$ cat config.mk
export PLATFORM = sky130hd
export DESIGN_NAME = seq_tx_111
export DESIGN_NICKNAME = d
export VERILOG_FILES = /design/src/rtl/seq_tx_111.sv
export SDC_FILE = /design/constraint.sdc
export NUM_CORES = 1
export LEC_CHECK = 0
export CAP_MARGIN = 0
export CORE_UTILIZATION = 47
export CTS_CLUSTER_DIAMETER = 40
export DETAILED_ROUTE_END_ITERATION = 6
export HOLD_SLACK_MARGIN = 0.08
export PLACE_DENSITY = 0.74
export SETUP_SLACK_MARGIN = 0.4
export SLEW_MARGIN = 20
export SYNTH_ARGS = -nofsm -noshare
export SYNTH_HDL_FRONTEND = slang
export SYNTH_SLANG_ARGS = --single-unit
$ cat constraint.sdc
create_clock -name clk -period 1.3 [get_ports clk]
set_input_delay 0.26 -clock clk [delete_from_list [all_inputs] [get_ports clk]]
set_output_delay 0.26 -clock clk [all_outputs]
set_load 0.01 [all_outputs]
$ cat src/rtl/seq_tx_111.sv
// Serial "111"-sync frame transmitter: sync, MSB-first payload with optional zero stuffing, idle gap.
// Latency: first sync bit on dout the cycle after accept; frame is 3 + DATA_W + S + GAP_CYCLES cycles.
// Backpressure: ready_out is high only in IDLE; valid_in outside IDLE is ignored (no queuing).
//
// Ports:
//   clk       - single clock, rising-edge
//   rst       - asynchronous active-high reset
//   data_in   - payload word, captured on valid_in && ready_out
//   valid_in  - payload request
//   ready_out - high when in IDLE (decoded from state only)
//   dout      - registered serial line
//   done      - registered one-cycle pulse on the final GAP cycle
//   state     - FSM state: IDLE=0, SYNC=1, DATA=2, STUFF=3, GAP=4
//
// Build option: define SEQTX_STUFF_EN to enable zero stuffing after every two
// consecutive payload ones, so "111" only ever appears as the sync field.
module seq_tx_111 #(
  parameter int DATA_W     = 8,
  parameter int GAP_CYCLES = 1
) (
  input  logic              clk,
  input  logic              rst,
  input  logic [DATA_W-1:0] data_in,
  input  logic              valid_in,
  output logic              ready_out,
  output logic              dout,
  output logic              done,
  output logic [2:0]        state
);

  localparam logic [2:0] ST_IDLE  = 3'd0;
  localparam logic [2:0] ST_SYNC  = 3'd1;
  localparam logic [2:0] ST_DATA  = 3'd2;
  localparam logic [2:0] ST_STUFF = 3'd3;
  localparam logic [2:0] ST_GAP   = 3'd4;

  localparam int BW = $clog2(DATA_W + 1);
  localparam int GW = $clog2(GAP_CYCLES + 1);

  localparam logic [BW-1:0] BIT_LAST = BW'(DATA_W - 1);
  localparam logic [BW-1:0] BIT_ALL  = BW'(DATA_W);
  localparam logic [GW-1:0] GAP_LAST = GW'(GAP_CYCLES - 1);

  logic [2:0]        state_q, state_d;
  logic [DATA_W-1:0] sreg_q, sreg_d;
  logic [BW-1:0]     bit_cnt_q, bit_cnt_d;
  logic [GW-1:0]     gap_cnt_q, gap_cnt_d;
  logic [1:0]        sync_cnt_q, sync_cnt_d;
  logic              dout_q, dout_d;
  logic              done_q, done_d;
`ifdef SEQTX_STUFF_EN
  logic [1:0]        run_q, run_d;
`endif

  always_comb begin
    state_d    = state_q;
    sreg_d     = sreg_q;
    bit_cnt_d  = bit_cnt_q;
    gap_cnt_d  = gap_cnt_q;
    sync_cnt_d = sync_cnt_q;
`ifdef SEQTX_STUFF_EN
    run_d      = run_q;
`endif

    case (state_q)
      ST_IDLE: begin
        if (valid_in) begin
          state_d    = ST_SYNC;
          sreg_d     = data_in;
          sync_cnt_d = 2'd0;
          bit_cnt_d  = '0;
          gap_cnt_d  = '0;
`ifdef SEQTX_STUFF_EN
          run_d      = 2'd0;
`endif
        end
      end

      ST_SYNC: begin
        if (sync_cnt_q == 2'd2) begin
          state_d   = ST_DATA;
          bit_cnt_d = '0;
`ifdef SEQTX_STUFF_EN
          run_d     = 2'd0;
`endif
        end else begin
          sync_cnt_d = sync_cnt_q + 2'd1;
        end
      end

      ST_DATA: begin
        // The bit on dout this cycle is sreg_q's MSB; shift to expose the next one.
        sreg_d    = sreg_q << 1;
        bit_cnt_d = bit_cnt_q + BW'(1);
`ifdef SEQTX_STUFF_EN
        run_d = sreg_q[DATA_W-1] ? run_q + 2'd1 : 2'd0;
        // Two ones just went out: a third would mimic sync, so insert a zero.
        if (run_d == 2'd2) begin
          state_d = ST_STUFF;
        end else if (bit_cnt_q == BIT_LAST) begin
          state_d   = ST_GAP;
          gap_cnt_d = '0;
        end
`else
        if (bit_cnt_q == BIT_LAST) begin
          state_d   = ST_GAP;
          gap_cnt_d = '0;
        end
`endif
      end

      ST_STUFF: begin
`ifdef SEQTX_STUFF_EN
        run_d = 2'd0;
`endif
        // bit_cnt already counts the bit sent before the stuff.
        if (bit_cnt_q == BIT_ALL) begin
          state_d   = ST_GAP;
          gap_cnt_d = '0;
        end else begin
          state_d = ST_DATA;
        end
      end

      ST_GAP: begin
        if (gap_cnt_q == GAP_LAST) begin
          state_d = ST_IDLE;
        end else begin
          gap_cnt_d = gap_cnt_q + GW'(1);
        end
      end

      default: begin
        state_d = ST_IDLE;
      end
    endcase
  end

  // Outputs are computed from next-state values so the registered line is
  // aligned with the registered state: dout during DATA is that cycle's MSB.
  always_comb begin
    dout_d = (state_d == ST_SYNC) || ((state_d == ST_DATA) && sreg_d[DATA_W-1]);
    done_d = (state_d == ST_GAP) && (gap_cnt_d == GAP_LAST);
  end

  always_ff @(posedge clk or posedge rst) begin
    if (rst) begin
      state_q    <= ST_IDLE;
      sreg_q     <= '0;
      bit_cnt_q  <= '0;
      gap_cnt_q  <= '0;
      sync_cnt_q <= 2'd0;
      dout_q     <= 1'b0;
      done_q     <= 1'b0;
`ifdef SEQTX_STUFF_EN
      run_q      <= 2'd0;
`endif
    end else begin
      state_q    <= state_d;
      sreg_q     <= sreg_d;
      bit_cnt_q  <= bit_cnt_d;
      gap_cnt_q  <= gap_cnt_d;
      sync_cnt_q <= sync_cnt_d;
      dout_q     <= dout_d;
      done_q     <= done_d;
`ifdef SEQTX_STUFF_EN
      run_q      <= run_d;
`endif
    end
  end

  assign ready_out = (state_q == ST_IDLE);
  assign dout      = dout_q;
  assign done      = done_q;
  assign state     = state_q;

endmodule
==> metrics.yaml <==
rows: 16
dp_hpwl_mm: 1.55
fillCellCount: 89
die_x_um: 49.8
num_antenna_cells: 0
yosysWarnings: 0
power_density_nw_per_um2: 2180
mostFrequentLayoutCells: "buf_4, buf_6, dfrtp_1"
routedWlPerCell_um: 21.4
fp.coreArea_um2: 2060
rsz0062_at_grt: "true"
p_seq_share_pct: 26.4
cts_max_level: 1
syn_nets: 121
p_sw_share_pct: 40.6
antenna_found_initial: 0
final_common_cell: "buf_4"
grt_pass1_vias: 1149
yosys.area.top_type_share_pct: 46.7
syn-cell-area_um2: 1070
crit_type: "reg -> reg"
required_ns: 1.49
clockBufferDepth: 2
cts_hold_buf: 0
p_leak_nw: 0.829
dp_slack_ns: -0.306
violations: "setup timing"
fin_cells: 189
fmax_mhz: 649
syn_inst: 107
clkSlewWorstSetupHoldPaths_ns: 0.12
vias_per_cell: 6.05
clkPwrFrac_pct: 9.3
finalHoldViolations: 0
cp.arrival_ns: 1.73
synth_area_leaders: "dfrtp_1, nand2_1, a22oi_1, nand3_1, ha_1"
fp.dieH_um: 49.8
portBuffers: 16
cts-root-buf: "clkbuf_4"
drt_iter0_markers: 45
ios: 17
tritoncts: "built"
setup_viol: 23
yosysTopAreaCell: "dfrtp_1"
p_int_mw: 2.39
fin_crit_sh_pct: 118
hold_path_class: "in -> async"
vias: 1144
fin_nets: 177
status: "complete, but fails checks"
drv_slew: 0
gp_congestion: 0.847
timing.final.ws_setup_ns: -0.240
irDropWorstVdd_v: 0.00150
endpoint_kind: "register"
dp.cells: 160
synthArstFlopShare_pct: 100
synth_flop_cell: "dfrtp_1"
cp_max_fo: 8
clock_sinks: 20
power_switching_mw: 1.64
min_period_ns: 1.54
startpoint_type: "register"
dr.pass1.iters: 4
yosys_register_bits: 20
finClkSkew_ns: 0.00895
grt_pass1_wl_mm: 5.71
grt_usage_pct: 31.5
drc: 0
cts_buffers: 3
gr-total-overflow: 0
drt-total-wl_mm: 4.05
p_total_mw: 4.03
dieArea_um2: 2480
drive_above_1_share_pct: 59.3
synth-edff-count: 0
ys_types: 32
start_util_pct: 52.0
ant_nets: 0
relSlewSlack_pct: 78.3
syn_area_per_cell_um2: 10.0
max_cap_viol_count: 0
yosysSeqAreaShare_pct: 46.7
tightest_slew_ns: 0.322
clock_latency_ns: 0.31
grt_start_max_net_pins: 21
comb_power_share_pct: 64.3
syn2layout_area_growth_pct: 72.2
[critical path: stages, from the launching register on]
cell and delay [ns]:
dfrtp_2 0.45, buf_6 0.15, or4b_4 0.63, nand3_2 0.11
a32oi_1 0.09
[state kept, by name, summed over array words and instances (netlist names)]
name / flops
sreg_q: 8
state: 3
dout: 1
bit_cnt_q: 4
sync_cnt_q: 2
done: 1
gap_cnt_q: 1
[cells by family after synthesis]
logic type / count (synthesis) / share of synthesized area, %
compound gates: 25 / 17.0
fa+ha+maj: 3 / 3.50
buf+inv: 15 / 7.23
flops: 20 / 46.7
mux: 3 / 3.15
simple gates: 41 / 22.4
[path summary, 6_finish.rpt]
path | start | endpoint | slack [ns] | cells after the start
setup / recovery | state[0]$_DFF_PP0_ | dout$_DFF_PP0_ | -0.24 | 4
hold / removal | rst | sreg_q[7]$_DFF_PP0_ | 0.31 | 3
setup reg to reg | state[0]$_DFF_PP0_ | dout$_DFF_PP0_ | -0.24 | 4
hold reg to reg | sreg_q[5]$_DFFE_PP0P_ | sreg_q[5]$_DFFE_PP0P_ | 0.54 | 2
max in group asynchronous | rst | state[2]$_DFF_PP0_ | 0.77 | 3
min in group clk | sreg_q[5]$_DFFE_PP0P_ | sreg_q[5]$_DFFE_PP0P_ | 0.54 | 2
[final cells by class]
class | instances | area, um2 | share of cell area (%)
Tap cell | 27 | 33.8 | 1.83
Timing Repair Buffer | 57 | 520 | 28.2
Clock buffer | 4 | 36.3 | 1.96
Multi-Input combinational cell | 73 | 719 | 39.0
Sequential cell | 20 | 504 | 27.3
Inverter | 8 | 32.5 | 1.76
[power groups by stage]
stage | registers [mW] | clock network (mW) | logic, mW
after floorplan | 1.01 | 0 | 0.973
after global placement | 1.05 | 0 | 1.33
after detailed placement | 1.06 | 0 | 1.37
after CTS | 1.01 | 0.363 | 2.10
after global routing | 1.08 | 0.390 | 2.71
final | 1.07 | 0.375 | 2.59
[per-layer routing]
| layer | up-vias | track usage [%] | part of all wire [%] |
|---|---|---|---|
| met3 | 21 | 4.32 | 5.0 |
| met1 | 573 | 37.9 | 41 |
| met4 | 0 | 12.9 | 4.0 |
| met5 | - | 0 | 0 |
| met2 | 52 | 55.9 | 50 |
| li1 | 498 | - | - |
[per-stage QoR]
step / instance area (um2) / hold WS (ns) / util [%] / TNS [ns]
after floorplan: 1120 / 0.224 / - / -0.946
after global placement: 1370 / 0.484 / 66.5 / -4.12
after detailed placement: 1370 / 0.490 / 66.5 / -4.03
after CTS: 1710 / 0.285 / 82.7 / -2.03
after global routing: 1850 / 0.329 / 89.6 / -4.46
final: 1850 / 0.308 / 89.6 / -3.81
[synthesized netlist by cell type, types with 3 or more instances]
| master | number |
|---|---|
| nand2_1 | 15 |
| nand3_1 | 8 |
| ha_1 | 3 |
| nand2b_1 | 3 |
| o21ai_0 | 3 |
| nand3b_1 | 4 |
| a22oi_1 | 6 |
| dfrtp_1 | 20 |
| mux2_2 | 3 |
| inv_1 | 8 |
| nor2_1 | 3 |
| buf_2 | 5 |
[repair_timing]
action | 4_1_cts | 5_1_grt
setup buffers | 18 | 6
endpoints found under the setup margin | 26 | 26
cloned | 1 | 0
pin swaps | 12 | 21
gates resized for setup | 69 | 22
endpoints found under the hold margin | 0 | 0
(Power assumes the default switching activity.)
